File: src/rtl/free_list_ctrl.sv
// Free_List front end: merges commit and squash register releases into a small
// release queue, drains it one entry per cycle, and gates dispatch allocation.
// Optional feature: define FL_CTRL_WATERMARK_EN to hold back dispatch at a low free count.
module free_list_ctrl #(
    parameter int NUM_PHYS_REG = 64,
    parameter int QDEPTH       = 4,
    parameter int FL_LOW_WM    = 2,
    localparam int PR_W        = $clog2(NUM_PHYS_REG),
    localparam int CW          = $clog2(QDEPTH) + 1
) (
    input  logic            clock,
    input  logic            reset,
    input  logic            retire_valid,
    input  logic [PR_W-1:0] retire_T_old,
    output logic            retire_ready,
    input  logic            squash_valid,
    input  logic [PR_W-1:0] squash_T,
    output logic            squash_ready,
    input  logic            squash_start,
    input  logic            squash_done,
    input  logic            dispatch_req,
    output logic            dispatch_grant,
    input  logic [PR_W:0]   fl_num_free,
    input  logic            fl_empty,
    output logic            fl_enable,
    output logic [PR_W-1:0] fl_T_old,
    output logic            fl_dispatch_en,
    output logic [CW-1:0]   q_count,
    output logic            recovering
);

    localparam int AW = $clog2(QDEPTH);

    typedef enum logic [1:0] {
        RUN     = 2'd0,
        RECOVER = 2'd1,
        FLUSH   = 2'd2
    } state_t;

    state_t          state, state_next;
    logic [PR_W-1:0] queue [QDEPTH];
    logic [AW-1:0]   head, tail, tail_p1;
    logic [CW:0]     space;
    logic            pop, retire_acc, squash_acc, wm_ok;

    // The head entry always leaves this cycle, so its slot counts as free.
    assign pop          = (q_count != '0);
    assign space        = (CW+1)'(QDEPTH) - {1'b0, q_count} + (CW+1)'(pop);
    assign retire_ready = (space >= (CW+1)'(1));
    assign squash_ready = (space >= (CW+1)'(2)) || ((space >= (CW+1)'(1)) && !retire_valid);
    assign retire_acc   = retire_valid && retire_ready;
    assign squash_acc   = squash_valid && squash_ready;
    assign tail_p1      = tail + AW'(1);

    assign fl_enable = pop;
    assign fl_T_old  = queue[head];

`ifdef FL_CTRL_WATERMARK_EN
    assign wm_ok = (fl_num_free > (PR_W+1)'(FL_LOW_WM));
`else
    assign wm_ok = 1'b1;
`endif

    assign fl_dispatch_en = dispatch_req && (state == RUN) && !fl_empty && wm_ok;
    assign dispatch_grant = fl_dispatch_en;
    assign recovering     = (state != RUN);

    // Retire entry takes the tail slot first when both sources are accepted together.
    always_ff @(posedge clock or negedge reset) begin
        if (!reset) begin
            head    <= '0;
            tail    <= '0;
            q_count <= '0;
            for (int i = 0; i < QDEPTH; i++) begin
                queue[i] <= '0;
            end
        end else begin
            if (retire_acc) begin
                queue[tail] <= retire_T_old;
            end
            if (squash_acc) begin
                queue[retire_acc ? tail_p1 : tail] <= squash_T;
            end
            head    <= head + AW'(pop);
            tail    <= tail + AW'(retire_acc) + AW'(squash_acc);
            q_count <= q_count + CW'(retire_acc) + CW'(squash_acc) - CW'(pop);
        end
    end

    always_ff @(posedge clock or negedge reset) begin
        if (!reset) begin
            state <= RUN;
        end else begin
            state <= state_next;
        end
    end

    always_comb begin
        state_next = state;
        case (state)
            RUN: begin
                if (squash_start) begin
                    state_next = squash_done ? FLUSH : RECOVER;
                end
            end
            RECOVER: begin
                if (squash_done) begin
                    state_next = FLUSH;
                end
            end
            FLUSH: begin
                if (q_count == '0) begin
                    state_next = RUN;
                end
            end
            default: state_next = RUN;
        endcase
    end

endmodule

File: config.mk
export PLATFORM = sky130hd
export DESIGN_NAME = free_list_ctrl
export DESIGN_NICKNAME = d
export VERILOG_FILES = /design/src/rtl/free_list_ctrl.sv
export SDC_FILE = /design/constraint.sdc
export NUM_CORES = 1
export LEC_CHECK = 0
export CAP_MARGIN = 10
export CORE_MARGIN = 4
export CORE_UTILIZATION = 55
export DETAILED_ROUTE_END_ITERATION = 8
export HOLD_SLACK_MARGIN = 0.08
export PLACE_DENSITY = 0.9
export REMOVE_ABC_BUFFERS = 1
export SKIP_LAST_GASP = 1
export SYNTH_ARGS = -nofsm -noshare
export SYNTH_HDL_FRONTEND = slang
export SYNTH_SLANG_ARGS = --single-unit
File: constraint.sdc
create_clock -name clock -period 9.08 [get_ports clock]
set_input_delay 1.816 -clock clock [delete_from_list [all_inputs] [get_ports clock]]
set_output_delay 1.816 -clock clock [all_outputs]
set_load 0.03 [all_outputs]
Word level (Yosys, flattened, before mapping)
Cells that the tools add are included.
{"block": "op_classes", "add_sub_neg": 9, "n_lt_le_gt_ge": 7, "eq_ne": 5, "mux": 17, "bitwise_logic": 3, "reduce_logical": 15}
{"cell": "24-bit bitwise mux", "count": 2}
{"cell": "24-bit two-way mux", "count": 2}
{"cell": "6-bit demux with 2-bit select", "count": 2}
{"cell": "6-bit two-way mux", "count": 4}
{"cell": "6-bit binary-select mux with 2-bit select", "count": 1}
{"cell": "2-bit two-way mux", "count": 5}
{"cell": "3-bit greater-or-equal comparator (second input constant)", "count": 3}
{"cell": "2-bit inverter with 3-bit output", "count": 3}
{"cell": "1-bit logical AND", "count": 7}
{"cell": "2-bit by 1-bit adder with 2-bit output", "count": 3}
{"cell": "3-bit by 1-bit adder with 3-bit output", "count": 2}
{"cell": "3-bit by 1-bit less-than comparator with 1-bit output (second input constant)", "count": 2}
{"cell": "2-bit != test (second input constant)", "count": 3}
{"cell": "2-bit one-hot mux with 3 select lines", "count": 1}
{"cell": "4-bit by 1-bit adder with 4-bit output", "count": 1}
{"cell": "4-bit by 1-bit greater-or-equal comparator with 1-bit output (second input constant)", "count": 1}
{"cell": "4-bit by 2-bit greater-or-equal comparator with 1-bit output (second input constant)", "count": 1}
{"cell": "3-bit by 3-bit subtractor with 4-bit output (first input constant)", "count": 1}
{"cell": "3-bit logical NOT", "count": 1}
{"cell": "3-bit AND reduction", "count": 1}
{"cell": "3-bit nonzero test", "count": 1}
{"cell": "3-bit by 1-bit subtractor with 3-bit output", "count": 1}
{"cell": "2-bit by 1-bit adder with 2-bit output (second input constant)", "count": 1}
{"cell": "2-bit by 1-bit == test with 1-bit output (second input constant)", "count": 1}
{"cell": "5 further kinds", "count": 6}
{"block": "totals", "register_bits": 33, "in_bits": 27, "output_inout_bits": 15, "elab_cells": 64}

Longest topological paths before layout
{"block": "depth", "ltp_word": 12, "ltp_mapped": 12, "ltp_nobuf": 12}

Worst setup path before layout
OpenSTA, ideal clock, no wires.
{"block": "synth_timing", "path_kind": "input -> output", "startpoint": "input fl_empty", "endpoint": "output fl_dispatch_en", "t_arrival_ns": 2.907, "t_required_ns": 7.264, "path_slack_ns": 4.357, "cell_stages": 2, "n_path_buf": 1, "path_cell_list": "nor3b_1 -> buf_4"}
{"block": "synth_via", "elab_chain_len": 2}
{"item": "start, declared", "line": "24", "rtl": "input logic fl_empty,"}
{"item": "1-bit logical NOT", "line": "64", "rtl": "assign fl_dispatch_en = dispatch_req && (state == RUN) && !fl_empty && wm_ok;"}
{"item": "1-bit logical AND", "line": "64"}
{"item": "end, declared", "line": "27", "rtl": "output logic fl_dispatch_en,"}
No other way between the ends.

Worst setup path after layout
{"block": "layout_timing", "startpoint": "input retire_valid", "endpoint": "output squash_ready"}
{"block": "layout_via", "elab_chain_len": 3}
{"item": "start, declared", "line": "13", "rtl": "input logic retire_valid,"}
{"item": "1-bit logical NOT", "line": "50", "rtl": "assign squash_ready = (space >= (CW+1)'(2)) || ((space >= (CW+1)'(1)) && !retire_valid);"}
{"item": "1-bit logical AND", "line": "50"}
{"item": "1-bit logical OR", "line": "50"}
{"item": "end, declared", "line": "18", "rtl": "output logic squash_ready,"}
No other way between the ends.

==> reports/results.ini <==
[synth]
synth.most_common_cell=dfrtp_1
ys_types=31
yosys_warnings=0
yosysTopAreaCellShare=0.4049
syn-mean-instance-area_um2=13.69
ys_seq_elements=33
synth_edf_count=0
syn-cell-area_um2=2039
yosys-top-cells-count=dfrtp_1, mux2_1, mux2_2
ys_async_sr_fraction=1.000
synth_flop_cell=dfrtp_1
synth_area_leaders=dfrtp_1, mux2_1, mux2_2
ys_seq_area_frac=0.4049
yosys.area.top_type=dfrtp_1
syn_inst=149

[clock_network]
path_clk_slew_ps=70
root_buffer=clkbuf_8
cts_tree=yes
ctsLongestPathBuffers=2
clock-sinks=33
post_cts_buffers=0
insertion_delay_ps=280
cts_buffers=5
cts_hold_buf=0
cts_resized=0
htree_levels=2

[detailed_routing]
drt-pass1-iter-count=4
post-route-drc-count=0
via_per_inst=5.872
vias=1380
drt-total-wl_mm=4.477
postRouteAntennaNets=0
drt_iter0_markers=79
wl_per_cell_um=19.05

[sta]
holdWs_ps=488.6
grt_setup_unrepaired=no
clock_skew_ps=1.973
hold_viol=0
drv_slew=0
fin_crit_sh=0.5676
worst_slew_pin_slew_ps=526.4
timing.fmax_mhz=194.0
slew-limit-headroom=0.6479
setup_viol_count_final=0
finalCriticalPeriod_ps=5153
setup_tns_ps=0

[hold_path]
holdCritPathClass=register to register

[placement]
port_buffers=34
dp_hpwl_mm=3.195
place.gp.congestion=0.8410
place_area_um2=2430
dpl.cell_count=227

[die]
die-area_um2=4747
die_y_um=68.90
start_util=0.5880
pin_count=42
die_w_um=68.90
num_rows=21
core-area_um2=3468

[setup_path]
cpMaxStageDelayCell=clkdlybuf4s50_1
crit_path_end_kind=primary output
r2r_slack_ps=5710
cpPeakStageDelay_ps=710
cp.arrival_ps=3340
cp_num_buf_inv=2
cp_top_family=buffers and inverters
cpMostUsedCell=clkdlybuf4s50_1
worstSetupPathType=input pin to primary output
cp_max_fo=7
critical_path.startpoint_type=input pin
crit_path_cell_trace=clkdlybuf4s50_1, o21ai_0, clkdlybuf4s50_1
critPathRequiredTime_ps=7260

[finish]
diodes=0
area_growth_pct=24.85
final_nets=227
fin_area_um2=2546
instances_no_fill=235
drive_gt1_frac=0.2751

[global_routing]
grt_pass1_wl_mm=7.307
antenna_found_initial=0
grt_start_max_net_pins=34
grt.total_usage=0.2181
grt_pass1_vias=1434
grt-ovfl-total=0

[power_and_ir_drop]
p_per_area_nw_per_um2=430.7
ir_worst_vdd_uv=268.9
power_leakage_nw=1.089
power_mw=1.097

[outcome]
status=completed

[job]
maxCapViolCount=0

-- per-stage QoR --
step	setup WS (ps)	utilization
2_1_floorplan	4079	-
3_3_place_gp	3981	0.7006
3_5_place_dp	3937	0.7006
4_1_cts	3934	0.7341
5_1_grt	3880	0.7341
6_report	3927	0.7341
-- cell type report --
cell class / instances / area [µm²]
multi-input cells: 99 / 1146
fillers: 241 / 922.1
flip-flops and latches: 33 / 825.8
repair buffers: 35 / 347.8
clock buffers: 7 / 86.33
well taps: 46 / 57.56
inverters: 14 / 52.55
clock inverters: 1 / 30.03
-- state kept, by name, summed over array words and instances, names as in the netlist --
register	count
tail	2
q_count	3
head	2
queue	24
state	2
-- report_power, final --
group	internal (mW)	switching (mW)	leakage (nW)
Sequential	0.228	0.0620	0.389
Combinational	0.332	0.330	0.642
Clock	0.0895	0.0550	0.0585
-- cell usage in the layout (no fill, tap or decap), types with 3 or more instances in the layout --
master	netlist	layout
clkdlybuf4s50_1	0	34
inv_1	13	13
clkbuf_8	0	6
fa_1	3	3
ha_1	9	9
nand2_4	4	4
mux2_1	24	24
mux2_2	24	24
nand3_2	4	4
mux4_2	6	6
dfrtp_1	33	33
-- kinds of logic after synthesis --
logic type	Yosys count	synth area share
compound gates	8	0.03927
xor+xnor	5	0.02884
fa+ha+maj	12	0.08466
buf+inv	17	0.03313
flops	33	0.4049
mux	54	0.3313
simple gates	20	0.07792
-- final timing paths --
path | from | endpoint | cells after the start
hold / removal | state[1] | state[0] | 1
setup reg to reg | q_count[2] | q_count[1] | 11
hold reg to reg | state[1] | state[0] | 1
min in group asynchronous | reset | tail[1] | 2
setup / recovery | retire_valid | squash_ready | 3
max in group asynchronous | reset | queue[15] | 2
-- per-layer routing --
metal	vias up	routed length (µm)	GRT usage
met3	4	241	0.05024
met1	716	1794	0.2731
met5	-	0	0
li1	610	-	-
met2	50	2409	0.3726
met4	0	31	0.07056
Note: power is estimated with default switching activity, not from simulation.
